`src/rtl/seq_serializer_if.sv`:
```
// rtl/seq_serializer_if.sv - word handshake and serial-output bundle for seq_serializer
// master drives words in; slave (the serializer) returns ready, serial stream and status.
interface seq_serializer_if #(
  parameter int WIDTH = 8,
  parameter int DEPTH = 4
);
  logic [WIDTH-1:0]             data_i;
  logic                         valid_i;
  logic                         ready_o;
  logic                         seq_o;
  logic                         seq_valid_o;
  logic                         busy_o;
  logic [$clog2(DEPTH+1)-1:0]   level_o;

  modport master (
    output data_i, valid_i,
    input  ready_o, seq_o, seq_valid_o, busy_o, level_o
  );

  modport slave (
    input  data_i, valid_i,
    output ready_o, seq_o, seq_valid_o, busy_o, level_o
  );
endinterface

```
`src/rtl/seq_serializer.sv`:
```
// rtl/seq_serializer.sv - FIFO-buffered parallel-to-serial shifter feeding seq_detector_struct
// Optional even-parity bit per word when SEQ_SERIALIZER_PARITY_EN is defined.
module seq_serializer #(
  parameter int WIDTH     = 8,
  parameter int DEPTH     = 4,
  parameter int MSB_FIRST = 1
) (
  input  logic             clk_i,
  input  logic             rstn_i,
  seq_serializer_if.slave  bus
);

  localparam int AW = $clog2(DEPTH);
  localparam int PW = AW + 1;
  localparam int LW = $clog2(DEPTH + 1);
  localparam int CW = $clog2(WIDTH);

`ifdef SEQ_SERIALIZER_PARITY_EN
  typedef enum logic [1:0] {ST_IDLE = 2'd0, ST_SHIFT = 2'd1, ST_PARITY = 2'd2} state_t;
`else
  typedef enum logic [1:0] {ST_IDLE = 2'd0, ST_SHIFT = 2'd1} state_t;
`endif

  logic [WIDTH-1:0] r_mem [DEPTH];
  logic [PW-1:0]    r_wptr;
  logic [PW-1:0]    r_rptr;
  logic [PW-1:0]    w_level;
  logic             w_push;
  logic             w_pop;
  logic             w_has_word;
  logic [WIDTH-1:0] w_head;

  state_t           r_state;
  state_t           w_state_nxt;
  logic [CW-1:0]    r_cnt;
  logic [CW-1:0]    w_cnt_nxt;
  logic [WIDTH-1:0] r_shift;
  logic [WIDTH-1:0] w_shift_nxt;
  logic [WIDTH-1:0] w_shifted;
  logic             w_seq_nxt;
  logic             r_seq;
  logic             r_seq_valid;
  logic             r_busy;
`ifdef SEQ_SERIALIZER_PARITY_EN
  logic             r_par;
  logic             w_par_nxt;
`endif

  // Extra pointer bit distinguishes full from empty when the indices match.
  assign w_level     = r_wptr - r_rptr;
  assign w_has_word  = (w_level != '0);
  assign bus.ready_o = (w_level != PW'(DEPTH));
  assign bus.level_o = LW'(w_level);
  assign w_push      = bus.valid_i && bus.ready_o;
  assign w_head      = r_mem[r_rptr[AW-1:0]];
  assign w_shifted   = (MSB_FIRST != 0) ? (r_shift << 1) : (r_shift >> 1);

  always_ff @(posedge clk_i) begin
    if (w_push) begin
      r_mem[r_wptr[AW-1:0]] <= bus.data_i;
    end
  end

  always_ff @(posedge clk_i or negedge rstn_i) begin
    if (!rstn_i) begin
      r_wptr <= '0;
      r_rptr <= '0;
    end else begin
      if (w_push) begin
        r_wptr <= r_wptr + 1'b1;
      end
      if (w_pop) begin
        r_rptr <= r_rptr + 1'b1;
      end
    end
  end

  always_comb begin
    w_state_nxt = r_state;
    w_cnt_nxt   = r_cnt;
    w_shift_nxt = r_shift;
    w_pop       = 1'b0;
    w_seq_nxt   = 1'b0;
`ifdef SEQ_SERIALIZER_PARITY_EN
    w_par_nxt   = r_par;
`endif

    case (r_state)
      ST_IDLE: begin
        w_pop = w_has_word;
      end
      ST_SHIFT: begin
        if (r_cnt == CW'(WIDTH - 1)) begin
`ifdef SEQ_SERIALIZER_PARITY_EN
          w_state_nxt = ST_PARITY;
`else
          w_pop       = w_has_word;
          w_state_nxt = ST_IDLE;
`endif
        end else begin
          w_shift_nxt = w_shifted;
          w_cnt_nxt   = r_cnt + 1'b1;
        end
      end
`ifdef SEQ_SERIALIZER_PARITY_EN
      ST_PARITY: begin
        w_pop       = w_has_word;
        w_state_nxt = ST_IDLE;
      end
`endif
      default: begin
        w_state_nxt = ST_IDLE;
      end
    endcase

    // A pop always reloads the shifter, overriding any IDLE fallback above.
    if (w_pop) begin
      w_shift_nxt = w_head;
      w_cnt_nxt   = '0;
      w_state_nxt = ST_SHIFT;
`ifdef SEQ_SERIALIZER_PARITY_EN
      w_par_nxt   = ^w_head;
`endif
    end

    case (w_state_nxt)
      ST_SHIFT:  w_seq_nxt = (MSB_FIRST != 0) ? w_shift_nxt[WIDTH-1] : w_shift_nxt[0];
`ifdef SEQ_SERIALIZER_PARITY_EN
      ST_PARITY: w_seq_nxt = w_par_nxt;
`endif
      default:   w_seq_nxt = 1'b0;
    endcase
  end

  // Outputs are registered from next-state values so they align with r_state.
  always_ff @(posedge clk_i or negedge rstn_i) begin
    if (!rstn_i) begin
      r_state     <= ST_IDLE;
      r_cnt       <= '0;
      r_shift     <= '0;
      r_seq       <= 1'b0;
      r_seq_valid <= 1'b0;
      r_busy      <= 1'b0;
    end else begin
      r_state     <= w_state_nxt;
      r_cnt       <= w_cnt_nxt;
      r_shift     <= w_shift_nxt;
      r_seq       <= w_seq_nxt;
      r_seq_valid <= (w_state_nxt != ST_IDLE);
      r_busy      <= (w_state_nxt != ST_IDLE);
    end
  end

`ifdef SEQ_SERIALIZER_PARITY_EN
  always_ff @(posedge clk_i or negedge rstn_i) begin
    if (!rstn_i) begin
      r_par <= 1'b0;
    end else begin
      r_par <= w_par_nxt;
    end
  end
`endif

  assign bus.seq_o       = r_seq;
  assign bus.seq_valid_o = r_seq_valid;
  assign bus.busy_o      = r_busy;

endmodule

```
`src/flat_wrapper.sv`:
```
// flat-port wrapper written by rule: the top's interface ports become plain ports
module seq_serializer_flat 
#(
  parameter int WIDTH     = 8,
  parameter int DEPTH     = 4,
  parameter int MSB_FIRST = 1
)
  (clk_i, rstn_i, bus_data_i, bus_valid_i, bus_ready_o, bus_seq_o, bus_seq_valid_o, bus_busy_o, bus_level_o);
  seq_serializer_if #(.WIDTH(WIDTH), .DEPTH(DEPTH)) bus_i ();
  input  logic clk_i;
  input  logic rstn_i;
  input wire logic [$bits(bus_i.data_i)-1:0] bus_data_i;
  input wire logic [$bits(bus_i.valid_i)-1:0] bus_valid_i;
  output wire logic [$bits(bus_i.ready_o)-1:0] bus_ready_o;
  output wire logic [$bits(bus_i.seq_o)-1:0] bus_seq_o;
  output wire logic [$bits(bus_i.seq_valid_o)-1:0] bus_seq_valid_o;
  output wire logic [$bits(bus_i.busy_o)-1:0] bus_busy_o;
  output wire logic [$bits(bus_i.level_o)-1:0] bus_level_o;
  assign bus_i.data_i = bus_data_i;
  assign bus_i.valid_i = bus_valid_i;
  assign bus_ready_o = bus_i.ready_o;
  assign bus_seq_o = bus_i.seq_o;
  assign bus_seq_valid_o = bus_i.seq_valid_o;
  assign bus_busy_o = bus_i.busy_o;
  assign bus_level_o = bus_i.level_o;
  seq_serializer #(.WIDTH(WIDTH), .DEPTH(DEPTH), .MSB_FIRST(MSB_FIRST)) u_core (.clk_i(clk_i), .rstn_i(rstn_i), .bus(bus_i));
endmodule
```
`config.mk`:
```
export PLATFORM = sky130hd
export DESIGN_NAME = seq_serializer_flat
export DESIGN_NICKNAME = d
export VERILOG_FILES = /design/src/rtl/seq_serializer_if.sv /design/src/rtl/seq_serializer.sv /design/src/flat_wrapper.sv
export SDC_FILE = /design/constraint.sdc
export NUM_CORES = 1
export LEC_CHECK = 0
export BUFFER_PORTS_ARGS = -buffer_cell sky130_fd_sc_hd__buf_2
export CAP_MARGIN = 20
export CELL_PAD_IN_SITES_DETAIL_PLACEMENT = 2
export CELL_PAD_IN_SITES_GLOBAL_PLACEMENT = 2
export CORE_UTILIZATION = 46
export CTS_CLUSTER_SIZE = 24
export DETAILED_ROUTE_END_ITERATION = 10
export GPL_TIMING_DRIVEN = 0
export PLACE_DENSITY_LB_ADDON = 0.1
export SYNTH_ARGS = -nofsm -noshare
export SYNTH_HDL_FRONTEND = slang
export SYNTH_SLANG_ARGS = --single-unit
```
`constraint.sdc`:
```
create_clock -name clk_i -period 5.7 [get_ports clk_i]
set_input_delay 0.285 -clock clk_i [delete_from_list [all_inputs] [get_ports clk_i]]
set_output_delay 0.285 -clock clk_i [all_outputs]
set_load 0.1 [all_outputs]
```
==> results.py <==
metrics = {
    "die": {
        "start_util_pct": 48.2,
        "die_x_microns": 72.8,
        "fp.dieH_microns": 72.8,
        "die_area_sq_mm": 0.00531,
        "num_rows": 25,
        "coreArea_sq_mm": 0.00479,
        "boundaryPins": 18,
    },
    "sta": {
        "fin_crit_sh_pct": 52.5,
        "setup_viol": 0,
        "finalCriticalPeriod_ns": 2.99,
        "worst_pin_slew_ns": 0.537,
        "setup_tns_ns": 0,
        "slew_violations": 0,
        "worst_slack_ns": 2.71,
        "relSlewSlack_pct": 64.2,
        "rsz0062_at_grt": "false",
        "fmax_mhz": 334,
        "clock_skew_ns": 0.00935,
        "final_hold_viol_count": 0,
    },
    "critical_path": {
        "r2r-end": "u_core.r_mem[1][2]",
        "r2r_setup_slack_ns": 2.92,
        "critPathMaxFanout": 10,
        "r2r_cells": 8,
        "arrival_ns": 2.71,
        "critPathCapture": "bus_ready_o",
        "crit_path_end_kind": "primary output",
        "crit_start": "u_core.r_wptr[0]",
        "start_kind": "register",
        "crit-reg2reg-launch": "u_core.r_wptr[0]",
        "crit_type": "register to primary output",
        "critPathRequiredTime_ns": 5.41,
    },
    "clock_tree": {
        "cts_resized": 0,
        "clk_root_buffer_cell": "clkbuf_8",
        "post_cts_buffers": 0,
        "cts_max_level": 2,
        "cts.sinks": 52,
        "cts_tree": "yes",
        "cts_buffers": 5,
        "cts_buffer_depth": 2,
        "clk_latency_ns": 0.30,
        "ctsHoldBuffers": 1,
        "clk_pin_slew_ns": 0.10,
    },
    "global_routing": {
        "grt_pass1_wl_microns": 7750,
        "grtUsageTotal_pct": 20.4,
        "grt_use_met2_pct": 38.0,
        "grt_start_max_net_pins": 21,
        "grt.busiest_layer": "met2",
        "use_met1_pct": 23.2,
        "antenna_found_initial": 0,
        "grt_pass1_vias": 1496,
        "use_met3_pct": 3.45,
        "overflow": 0,
    },
    "worst_hold_path": {
        "hp-start": "bus_data_i[1]",
        "worstHoldPathType": "primary input to register",
    },
    "logic_synthesis": {
        "synth_edf_count": 32,
        "synth-seq-cells": 52,
        "synthArstFlopShare_pct": 38.5,
        "syn_nets": 171,
        "yosysTopAreaCell": "edfxtp_1",
        "netlist_area_sq_mm": 0.00231,
        "ys.flop_type": "edfxtp_1",
        "synthTopCellsByArea": "edfxtp_1 42%, dfrtp_1 22%, mux4_2 7.8%",
        "synthDominantCellAreaShare_pct": 41.6,
        "yosysSeqAreaShare_pct": 63.3,
        "avgSynthCellArea_sq_um": 15.3,
        "synthTopCellsByCount": "32 x edfxtp_1, 20 x dfrtp_1, 8 x ha_1, 8 x mux4_2",
        "synthCells": 151,
        "synth.most_common_cell": "edfxtp_1",
        "synth_warnings": 0,
        "synth_cell_types": 35,
    },
    "cells_and_area": {
        "final.fill_count": 436,
        "fin_util_pct": 54.0,
        "synthToLayoutAreaGrowth_pct": 11.9,
        "multi_input_area_sq_um": 763,
        "ff_latch_area_sq_mm": 0.00146,
        "layout.cells.non_filler": 244,
        "layout-drive-gt1-share_pct": 23.7,
        "fin_nets": 196,
        "diodes": 0,
    },
    "detailed_routing": {
        "drtAntennaViolNets": 0,
        "drt_first_pass_iters": 3,
        "drt_iter0_drc": 49,
        "vias": 1346,
        "wl_per_cell_microns": 19.7,
        "drcViolationCount": 0,
        "drt-total-wl_microns": 4800,
        "vias_per_cell": 5.52,
    },
    "placement": {
        "place.gp.congestion": 0.769,
        "dpl.hpwl_microns": 3470,
        "port_buffers": 17,
        "pre_cts_ws_ns": 2.91,
        "dp.cells": 235,
    },
    "job": {
        "drv_cap": 0,
    },
    "outcome": {
        "run_status": "finished, final reports clean",
    },
}
==> layer usage <==
| layer | routed length (microns) | share of wire [%] |
|---|---|---|
| met5 | 0 | 0 |
| met4 | 69 | 1.4 |
| met3 | 96 | 2.0 |
| met2 | 2620 | 55 |
| met1 | 2020 | 42 |
==> critical path, cell delays in order, from the launching register on <==
cell and delay [ns]:
dfrtp_1 0.44, inv_1 0.12, ha_1 0.21, fa_1 0.42
xnor3_2 0.39, inv_2 0.09, buf_6 0.15, nand2_1 0.13
buf_2 0.45
==> registers in the layout, summed over array words and instances (netlist names) <==
| name | count |
|---|---|
| u_core.r_shift | 7 |
| u_core.bus.seq_valid_o | 1 |
| u_core.r_cnt | 3 |
| u_core.r_state | 2 |
| u_core.r_wptr | 3 |
| u_core.r_rptr | 3 |
| u_core.r_mem | 32 |
| u_core.bus.seq_o | 1 |
==> per-stage QoR <==
step / area, sq um / hold slack (ns)
2_1_floorplan: 2310 / -0.0106
3_3_place_gp: 2480 / 0.264
3_5_place_dp: 2480 / 0.271
4_1_cts: 2580 / 0.180
5_1_grt: 2580 / 0.173
6_report: 2580 / 0.190
==> final cells by class <==
class	instances	area share, %
plain buffers	11	2.08
multi-input cells	80	29.5
well taps	67	3.24
repair buffers	18	3.68
flip-flops and latches	52	56.6
clock inverters	3	1.07
inverters	8	1.16
clock buffers	5	2.66
==> worst min path at each step <==
stage                             end  cells after the start
3_5_place_dp   u_core.bus.seq_valid_o                      1
2_1_floorplan        u_core.bus.seq_o                      0
5_1_grt            u_core.r_mem[0][5]                      1
4_1_cts            u_core.r_mem[2][1]                      1
6_report           u_core.r_mem[2][1]                      1
3_3_place_gp   u_core.bus.seq_valid_o                      1
==> placed cells by master, fill, tap and decap left out, drive strengths merged, types with 2 or more instances in the layout <==
master and count:
ha 8, and3 4, inv 9, mux2 3
edfxtp 32, nand3 7, mux4 8, xor2 3
o2111ai 7, buf 20, clkbuf 13, dfrtp 20
a31oi 6, a22o 3, and2 7, nor3 2
nand2 4, nand4 6
==> cell families (layout without fill, tap and decap cells) <==
group | after synthesis | in the layout | synth area share [%]
compound gates | 21 | 21 | 7.97
xor+xnor | 5 | 5 | 2.55
fa+ha+maj | 9 | 9 | 5.20
buf+inv | 19 | 45 | 3.63
flops | 52 | 52 | 63.3
mux | 11 | 11 | 9.27
other cells | 1 | 1 | 0.162
simple gates | 33 | 33 | 7.91
Power is left out: the tool's default activity adds up to more than one toggle a clock period on the data nets, which glitch-free logic cannot reach.
